==> config.mk <==
export PLATFORM = sky130hd
export DESIGN_NAME = simon_playback_sequencer
export DESIGN_NICKNAME = d
export VERILOG_FILES = /design/src/rtl/simon_pkg.sv /design/src/rtl/simon_tick_timer.sv /design/src/rtl/simon_playback_sequencer.sv
export SDC_FILE = /design/constraint.sdc
export NUM_CORES = 1
export LEC_CHECK = 0
export BUFFER_PORTS_ARGS = -buffer_cell sky130_fd_sc_hd__buf_4
export CAP_MARGIN = 20
export CORE_ASPECT_RATIO = 0.75
export CORE_UTILIZATION = 58
export CTS_BUF_LIST = sky130_fd_sc_hd__clkbuf_16
export DETAILED_ROUTE_END_ITERATION = 6
export GPL_ROUTABILITY_DRIVEN = 0
export PLACE_DENSITY = 0.81
export SYNTH_ARGS = -nofsm -noshare
export SYNTH_HDL_FRONTEND = slang
export SYNTH_HIERARCHICAL = 1
export SYNTH_SLANG_ARGS = --single-unit
export TNS_END_PERCENT = 30
==> constraint.sdc <==
create_clock -name clk -period 3.05 [get_ports clk]
set_clock_uncertainty 0.2 [all_clocks]
set_input_delay 0.61 -clock clk [delete_from_list [all_inputs] [get_ports clk]]
set_output_delay 0.61 -clock clk [all_outputs]
set_load 0.01 [all_outputs]
==> src/rtl/simon_pkg.sv <==
// Shared definitions for the Simon pattern playback sequencer.
package simon_pkg;

   localparam int SIMON_ADDR_W_DEFAULT = 6;

   typedef enum logic [2:0] {
      ST_IDLE  = 3'd0,
      ST_FETCH = 3'd1,
      ST_LOAD  = 3'd2,
      ST_SHOW  = 3'd3,
      ST_GAP   = 3'd4,
      ST_DONE  = 3'd5
   } state_t;

endpackage

==> src/rtl/simon_tick_timer.sv <==
// Down-counting dwell timer: loads on request, stops at zero without wrapping.
module simon_tick_timer #(
   parameter int W = 2
) (
   input  logic         clk,
   input  logic         rst,
   input  logic         load,
   input  logic [W-1:0] load_val,
   output logic         zero
);

   logic [W-1:0] cnt;

   always_ff @(posedge clk) begin
      if (rst) begin
         cnt <= '0;
      end else if (load) begin
         cnt <= load_val;
      end else if (cnt != '0) begin
         cnt <= cnt - W'(1);
      end
   end

   assign zero = (cnt == '0);

endmodule

==> src/rtl/simon_playback_sequencer.sv <==
// Plays stored LED patterns from a synchronous-read memory, one entry at a time,
// each lit for ON_CYCLES then blanked for OFF_CYCLES.
module simon_playback_sequencer
   import simon_pkg::*;
#(
   parameter int ADDR_W     = SIMON_ADDR_W_DEFAULT,
   parameter int ON_CYCLES  = 3,
   parameter int OFF_CYCLES = 2
) (
   input  logic              clk,
   input  logic              rst,
   input  logic              start,
   input  logic              abort,
   input  logic [ADDR_W:0]   count,
   output logic              rd_en,
   output logic [ADDR_W-1:0] rd_addr,
   input  logic [3:0]        rd_data,
   output logic [3:0]        pattern_leds,
   output logic              busy,
   output logic              done
);

   localparam int DWELL_MAX = (ON_CYCLES > OFF_CYCLES) ? ON_CYCLES : OFF_CYCLES;
   localparam int TW        = $clog2(DWELL_MAX + 1);

   // The timer reads zero in the last cycle of a phase, so phases load length-1.
   localparam logic [TW-1:0] ON_LOAD  = TW'(ON_CYCLES - 1);
   localparam logic [TW-1:0] OFF_LOAD = TW'((OFF_CYCLES > 0) ? OFF_CYCLES - 1 : 0);

   localparam logic [ADDR_W:0] FULL = {1'b1, {ADDR_W{1'b0}}};
   localparam logic [ADDR_W:0] ONE  = {{ADDR_W{1'b0}}, 1'b1};

   state_t            state, state_n;
   logic [ADDR_W:0]   index;
   logic [ADDR_W:0]   cnt_lat;
   logic [3:0]        hold;
   logic              tmr_load;
   logic [TW-1:0]     tmr_val;
   logic              tmr_zero;
   logic              last;

   function automatic logic [ADDR_W:0] sat_count(input logic [ADDR_W:0] c);
      return (c > FULL) ? FULL : c;
   endfunction

   assign last = (index == cnt_lat - ONE);

   simon_tick_timer #(
      .W(TW)
   ) u_timer (
      .clk      (clk),
      .rst      (rst),
      .load     (tmr_load),
      .load_val (tmr_val),
      .zero     (tmr_zero)
   );

   always_ff @(posedge clk) begin
      if (rst) begin
         state <= ST_IDLE;
      end else begin
         state <= state_n;
      end
   end

   always_comb begin
      state_n  = state;
      tmr_load = 1'b0;
      tmr_val  = '0;
      case (state)
         ST_IDLE: begin
            if (start) begin
               state_n = (sat_count(count) != '0) ? ST_FETCH : ST_DONE;
            end
         end
         ST_FETCH: state_n = ST_LOAD;
         ST_LOAD: begin
            state_n  = ST_SHOW;
            tmr_load = 1'b1;
            tmr_val  = ON_LOAD;
         end
         ST_SHOW: begin
            if (tmr_zero) begin
               if (OFF_CYCLES > 0) begin
                  state_n  = ST_GAP;
                  tmr_load = 1'b1;
                  tmr_val  = OFF_LOAD;
               end else begin
                  state_n = last ? ST_DONE : ST_FETCH;
               end
            end
         end
         ST_GAP: begin
            if (tmr_zero) begin
               state_n = last ? ST_DONE : ST_FETCH;
            end
         end
         ST_DONE: state_n = ST_IDLE;
         default: state_n = ST_IDLE;
      endcase
      // Abort only redirects the next state; the current cycle's outputs stand.
      if (abort && state != ST_IDLE) begin
         state_n = ST_IDLE;
      end
   end

   always_ff @(posedge clk) begin
      if (rst) begin
         index   <= '0;
         cnt_lat <= '0;
         hold    <= '0;
      end else begin
         if (state == ST_IDLE && start) begin
            index   <= '0;
            cnt_lat <= sat_count(count);
         end else if ((state == ST_SHOW || state == ST_GAP) && state_n == ST_FETCH) begin
            index <= index + ONE;
         end
         if (state == ST_LOAD) begin
            hold <= rd_data;
         end
      end
   end

   assign rd_en        = (state == ST_FETCH);
   assign rd_addr      = (state == ST_FETCH) ? index[ADDR_W-1:0] : '0;
   assign pattern_leds = (state == ST_SHOW) ? hold : 4'h0;
   assign busy         = (state != ST_IDLE);
   assign done         = (state == ST_DONE);

endmodule

==> flow_results.xml <==
<?xml version="1.0" encoding="UTF-8"?>
<metrics>
  <group name="outcome">
    <metric name="run_status" unit="">finished, final reports clean</metric>
  </group>
  <group name="synth">
    <metric name="synthDominantAreaCellType" unit="">sky130_fd_sc_hd__dfxtp_1</metric>
    <metric name="ys_types" unit="">47</metric>
    <metric name="ys_dominant_reg_cell" unit="">sky130_fd_sc_hd__dfxtp_1</metric>
    <metric name="most_numerous_cell_types_in_the_synthesized_netlist" unit="">23 x sky130_fd_sc_hd__dfxtp_1, 16 x sky130_fd_sc_hd__a21oi_1, 13 x sky130_fd_sc_hd__nand2_1</metric>
    <metric name="synth_area_leaders" unit="">sky130_fd_sc_hd__dfxtp_1 32%, sky130_fd_sc_hd__a21oi_1 5.6%, sky130_fd_sc_hd__and2_1 5.2%</metric>
    <metric name="synth_async_sr_flop_share" unit="%">0</metric>
    <metric name="synthDominantCellAreaShare" unit="%">31.9</metric>
    <metric name="top_count_cell_post_synth" unit="">sky130_fd_sc_hd__dfxtp_1</metric>
    <metric name="synth_edf_count" unit="">0</metric>
    <metric name="postSynthCellCount" unit="">168</metric>
    <metric name="synth-seq-area-share" unit="%">31.9</metric>
    <metric name="syn_area_per_cell" unit="µm²">8.58</metric>
    <metric name="syn-cell-area" unit="µm²">1440</metric>
    <metric name="synthesized_flop_and_latch_total" unit="">23</metric>
    <metric name="syn_warnings" unit="">6</metric>
    <metric name="postSynthNetCount" unit="">186</metric>
  </group>
  <group name="power_and_ir_drop">
    <metric name="ir_drop" unit="µV">324</metric>
    <metric name="static-leakage-power" unit="nW">0.680</metric>
    <metric name="pwr_cell_area" unit="nW/µm²">458</metric>
  </group>
  <group name="global_routing">
    <metric name="grt_pass1_wl" unit="mm">5.11</metric>
    <metric name="grt.total_usage" unit="%">25.1</metric>
    <metric name="pin_count_of_the_biggest_net_entering_global_routing" unit="">22</metric>
    <metric name="number_of_antenna_violations_at_the_first_check_in_global_routing" unit="">0</metric>
    <metric name="grt_overflow" unit="">0</metric>
    <metric name="via_count_of_the_first_global_routing_pass" unit="">1195</metric>
  </group>
  <group name="timing">
    <metric name="worst_max_slew_pin_slew" unit="ps">734</metric>
    <metric name="post-route-period-util" unit="%">81.1</metric>
    <metric name="final.min_clock_period" unit="ps">2470</metric>
    <metric name="maxClockFrequency" unit="MHz">404</metric>
    <metric name="fin_tns_setup" unit="ps">0</metric>
    <metric name="report.final.slew_viol_count" unit="">0</metric>
    <metric name="slew-limit-headroom" unit="%">51.1</metric>
    <metric name="setup_viol_count_final" unit="">0</metric>
    <metric name="rsz_0062_raised_after_global_routing" unit="">no</metric>
    <metric name="timing.final.hold_violations" unit="">0</metric>
  </group>
  <group name="floorplanning">
    <metric name="start_util" unit="%">61.9</metric>
    <metric name="die_h" unit="µm">45.2</metric>
    <metric name="row_count" unit="">15</metric>
    <metric name="die_width" unit="µm">59.6</metric>
    <metric name="area_of_the_core" unit="µm²">2330</metric>
    <metric name="die_area" unit="µm²">2690</metric>
    <metric name="ios" unit="">28</metric>
  </group>
  <group name="route">
    <metric name="routed_wire_length_per_instance" unit="µm">13.9</metric>
    <metric name="detailedRoute.firstPassIterationCount" unit="">4</metric>
    <metric name="detail_route.iter0.violations" unit="">38</metric>
    <metric name="vias_per_cell" unit="">5.68</metric>
    <metric name="vias" unit="">1272</metric>
    <metric name="remaining_drc_errors" unit="">0</metric>
    <metric name="drt_wl_total" unit="mm">3.11</metric>
    <metric name="route.antenna.remaining_nets" unit="">0</metric>
  </group>
  <group name="critical_path">
    <metric name="cp_slowest_cell" unit="">sky130_fd_sc_hd__nor3b_1</metric>
    <metric name="arrival" unit="ps">1660</metric>
    <metric name="crit_chain" unit="">nor3b_1 -&gt; and2_1 -&gt; buf_4</metric>
    <metric name="critical_path.max_stage_delay" unit="ps">540</metric>
    <metric name="cp-start-kind" unit="">flip-flop</metric>
    <metric name="crit_required" unit="ps">2240</metric>
    <metric name="worst_setup_path_end_kind" unit="">output pin</metric>
    <metric name="critical_path.max_fanout" unit="">10</metric>
    <metric name="critPathKind" unit="">flip-flop to output pin</metric>
    <metric name="cpLargestDelayFamily" unit="">simple AND/OR/NAND/NOR gates</metric>
    <metric name="cp.buffers_inverters" unit="">1</metric>
  </group>
  <group name="flow_run">
    <metric name="max-cap-violations" unit="">0</metric>
  </group>
  <group name="cts">
    <metric name="tritoncts_num_sinks" unit="">23</metric>
    <metric name="cts-hold-fix-buffers" unit="">0</metric>
    <metric name="post-cts-setup-buffers" unit="">0</metric>
    <metric name="numCtsBuffers" unit="">3</metric>
    <metric name="cts.clk_slew.worst_paths" unit="ps">60</metric>
    <metric name="cts_tree" unit="">done</metric>
    <metric name="clockBufferDepth" unit="">2</metric>
    <metric name="post_cts.resized_instances" unit="">0</metric>
    <metric name="cts_htree_levels" unit="">1</metric>
    <metric name="cts.root.buffer_cell" unit="">sky130_fd_sc_hd__clkbuf_16</metric>
    <metric name="worst_skew_pair.late_latency" unit="ps">260</metric>
  </group>
  <group name="hold_path">
    <metric name="holdCritPathClass" unit="">flip-flop to flip-flop</metric>
  </group>
  <group name="final_layout">
    <metric name="syn2layout_area_growth" unit="%">19.2</metric>
    <metric name="n_fill_cell" unit="">194</metric>
    <metric name="finalNetCount" unit="">209</metric>
    <metric name="layout-drive-gt1-share" unit="%">23.2</metric>
    <metric name="core_util_final" unit="%">73.8</metric>
    <metric name="antenna-diode-count" unit="">0</metric>
  </group>
  <group name="placement">
    <metric name="port-buffer-count" unit="">27</metric>
    <metric name="place_hpwl" unit="mm">2.35</metric>
  </group>
</metrics>
## worst reg2reg max path: stages (launching register included)
cell and delay, ps:
sky130_fd_sc_hd__dfxtp_1 410, sky130_fd_sc_hd__inv_1 70, sky130_fd_sc_hd__ha_1 260, sky130_fd_sc_hd__xor2_1 160
sky130_fd_sc_hd__nor2_1 170, sky130_fd_sc_hd__a21oi_4 50, sky130_fd_sc_hd__a2111oi_4 680, sky130_fd_sc_hd__o21ai_0 220
sky130_fd_sc_hd__a21oi_1 160
## layout by cell type, fill, tap and decap left out, types with 2 or more instances in the layout
| cell | count |
|---|---|
| sky130_fd_sc_hd__buf_4 | 27 |
| sky130_fd_sc_hd__dfxtp_1 | 23 |
| sky130_fd_sc_hd__a21oi_1 | 16 |
| sky130_fd_sc_hd__nand2_1 | 13 |
| sky130_fd_sc_hd__and2_1 | 12 |
| sky130_fd_sc_hd__nand3b_1 | 8 |
| sky130_fd_sc_hd__nor2_1 | 8 |
| sky130_fd_sc_hd__inv_1 | 7 |
| sky130_fd_sc_hd__xor2_1 | 7 |
| sky130_fd_sc_hd__mux2i_1 | 6 |
| sky130_fd_sc_hd__and3_1 | 5 |
| sky130_fd_sc_hd__nand3_1 | 5 |
| sky130_fd_sc_hd__o31ai_1 | 5 |
| sky130_fd_sc_hd__or4_1 | 4 |
| sky130_fd_sc_hd__o21ai_0 | 3 |
| sky130_fd_sc_hd__nor3_2 | 3 |
| sky130_fd_sc_hd__or3_1 | 3 |
| sky130_fd_sc_hd__ha_1 | 3 |
| sky130_fd_sc_hd__clkbuf_16 | 3 |
| sky130_fd_sc_hd__nor3b_1 | 2 |
| sky130_fd_sc_hd__nor3_1 | 2 |
| sky130_fd_sc_hd__nor2_2 | 2 |
| sky130_fd_sc_hd__xnor2_1 | 2 |
## state kept, by name, indices dropped and copies added, names as in the netlist
register and count:
cnt_lat 7, index 7, hold 4, state 3, u_timer/cnt 2
## kinds of logic (layout without fill, tap and decap cells)
logic type / Yosys count / count (layout) / synth area share [%]
simple gates: 76 / 76 / 31.9
compound gates: 34 / 34 / 17.7
flops: 23 / 23 / 31.9
buf+inv: 16 / 38 / 5.12
xor+xnor: 10 / 10 / 6.60
mux: 6 / 6 / 4.17
fa+ha+maj: 3 / 3 / 2.60
## final cells by class
class / instances / area, µm² / area share (%)
Multi-Input combinational cell: 129 / 907 / 52.8
Sequential cell: 23 / 460 / 26.8
Timing Repair Buffer: 27 / 203 / 11.8
Clock buffer: 3 / 75.1 / 4.37
Tap cell: 34 / 42.5 / 2.48
Inverter: 7 / 26.3 / 1.53
Clock inverter: 1 / 3.75 / 0.218
## power by group
| part | switching (mW) | internal, mW |
|---|---|---|
| Combinational | 0.0916 | 0.0793 |
| Clock | 0.104 | 0.175 |
| Sequential | 0.0168 | 0.320 |
## routing by layer
metal	track usage (%)	up-vias	share of wire (%)
li1	-	644	-
met1	32.0	590	46
met2	43.6	34	49
met3	6.02	4	4.8
met4	5.58	0	0.51
met5	0	-	0
## final timing paths
path,from,endpoint,slack [ps],cells past startpoint
max reg2reg,cnt_lat[0],index[3],600,8
min reg2reg,cnt_lat[6],cnt_lat[6],280,2
min,cnt_lat[6],cnt_lat[6],280,2
max,state[0],rd_addr[3],580,3
## metrics by stage
stage	hold slack [ps]	cell area, µm²	setup WS, ps	total power, mW	std cells
2_1_floorplan	248	1440	973	0.468	168
3_3_place_gp	262	1640	733	0.505	220
3_5_place_dp	270	1640	639	0.512	220
4_1_cts	277	1720	566	0.789	224
5_1_grt	312	1720	433	0.824	224
6_report	276	1720	575	0.787	224
Power figures use the tool's default switching activity.
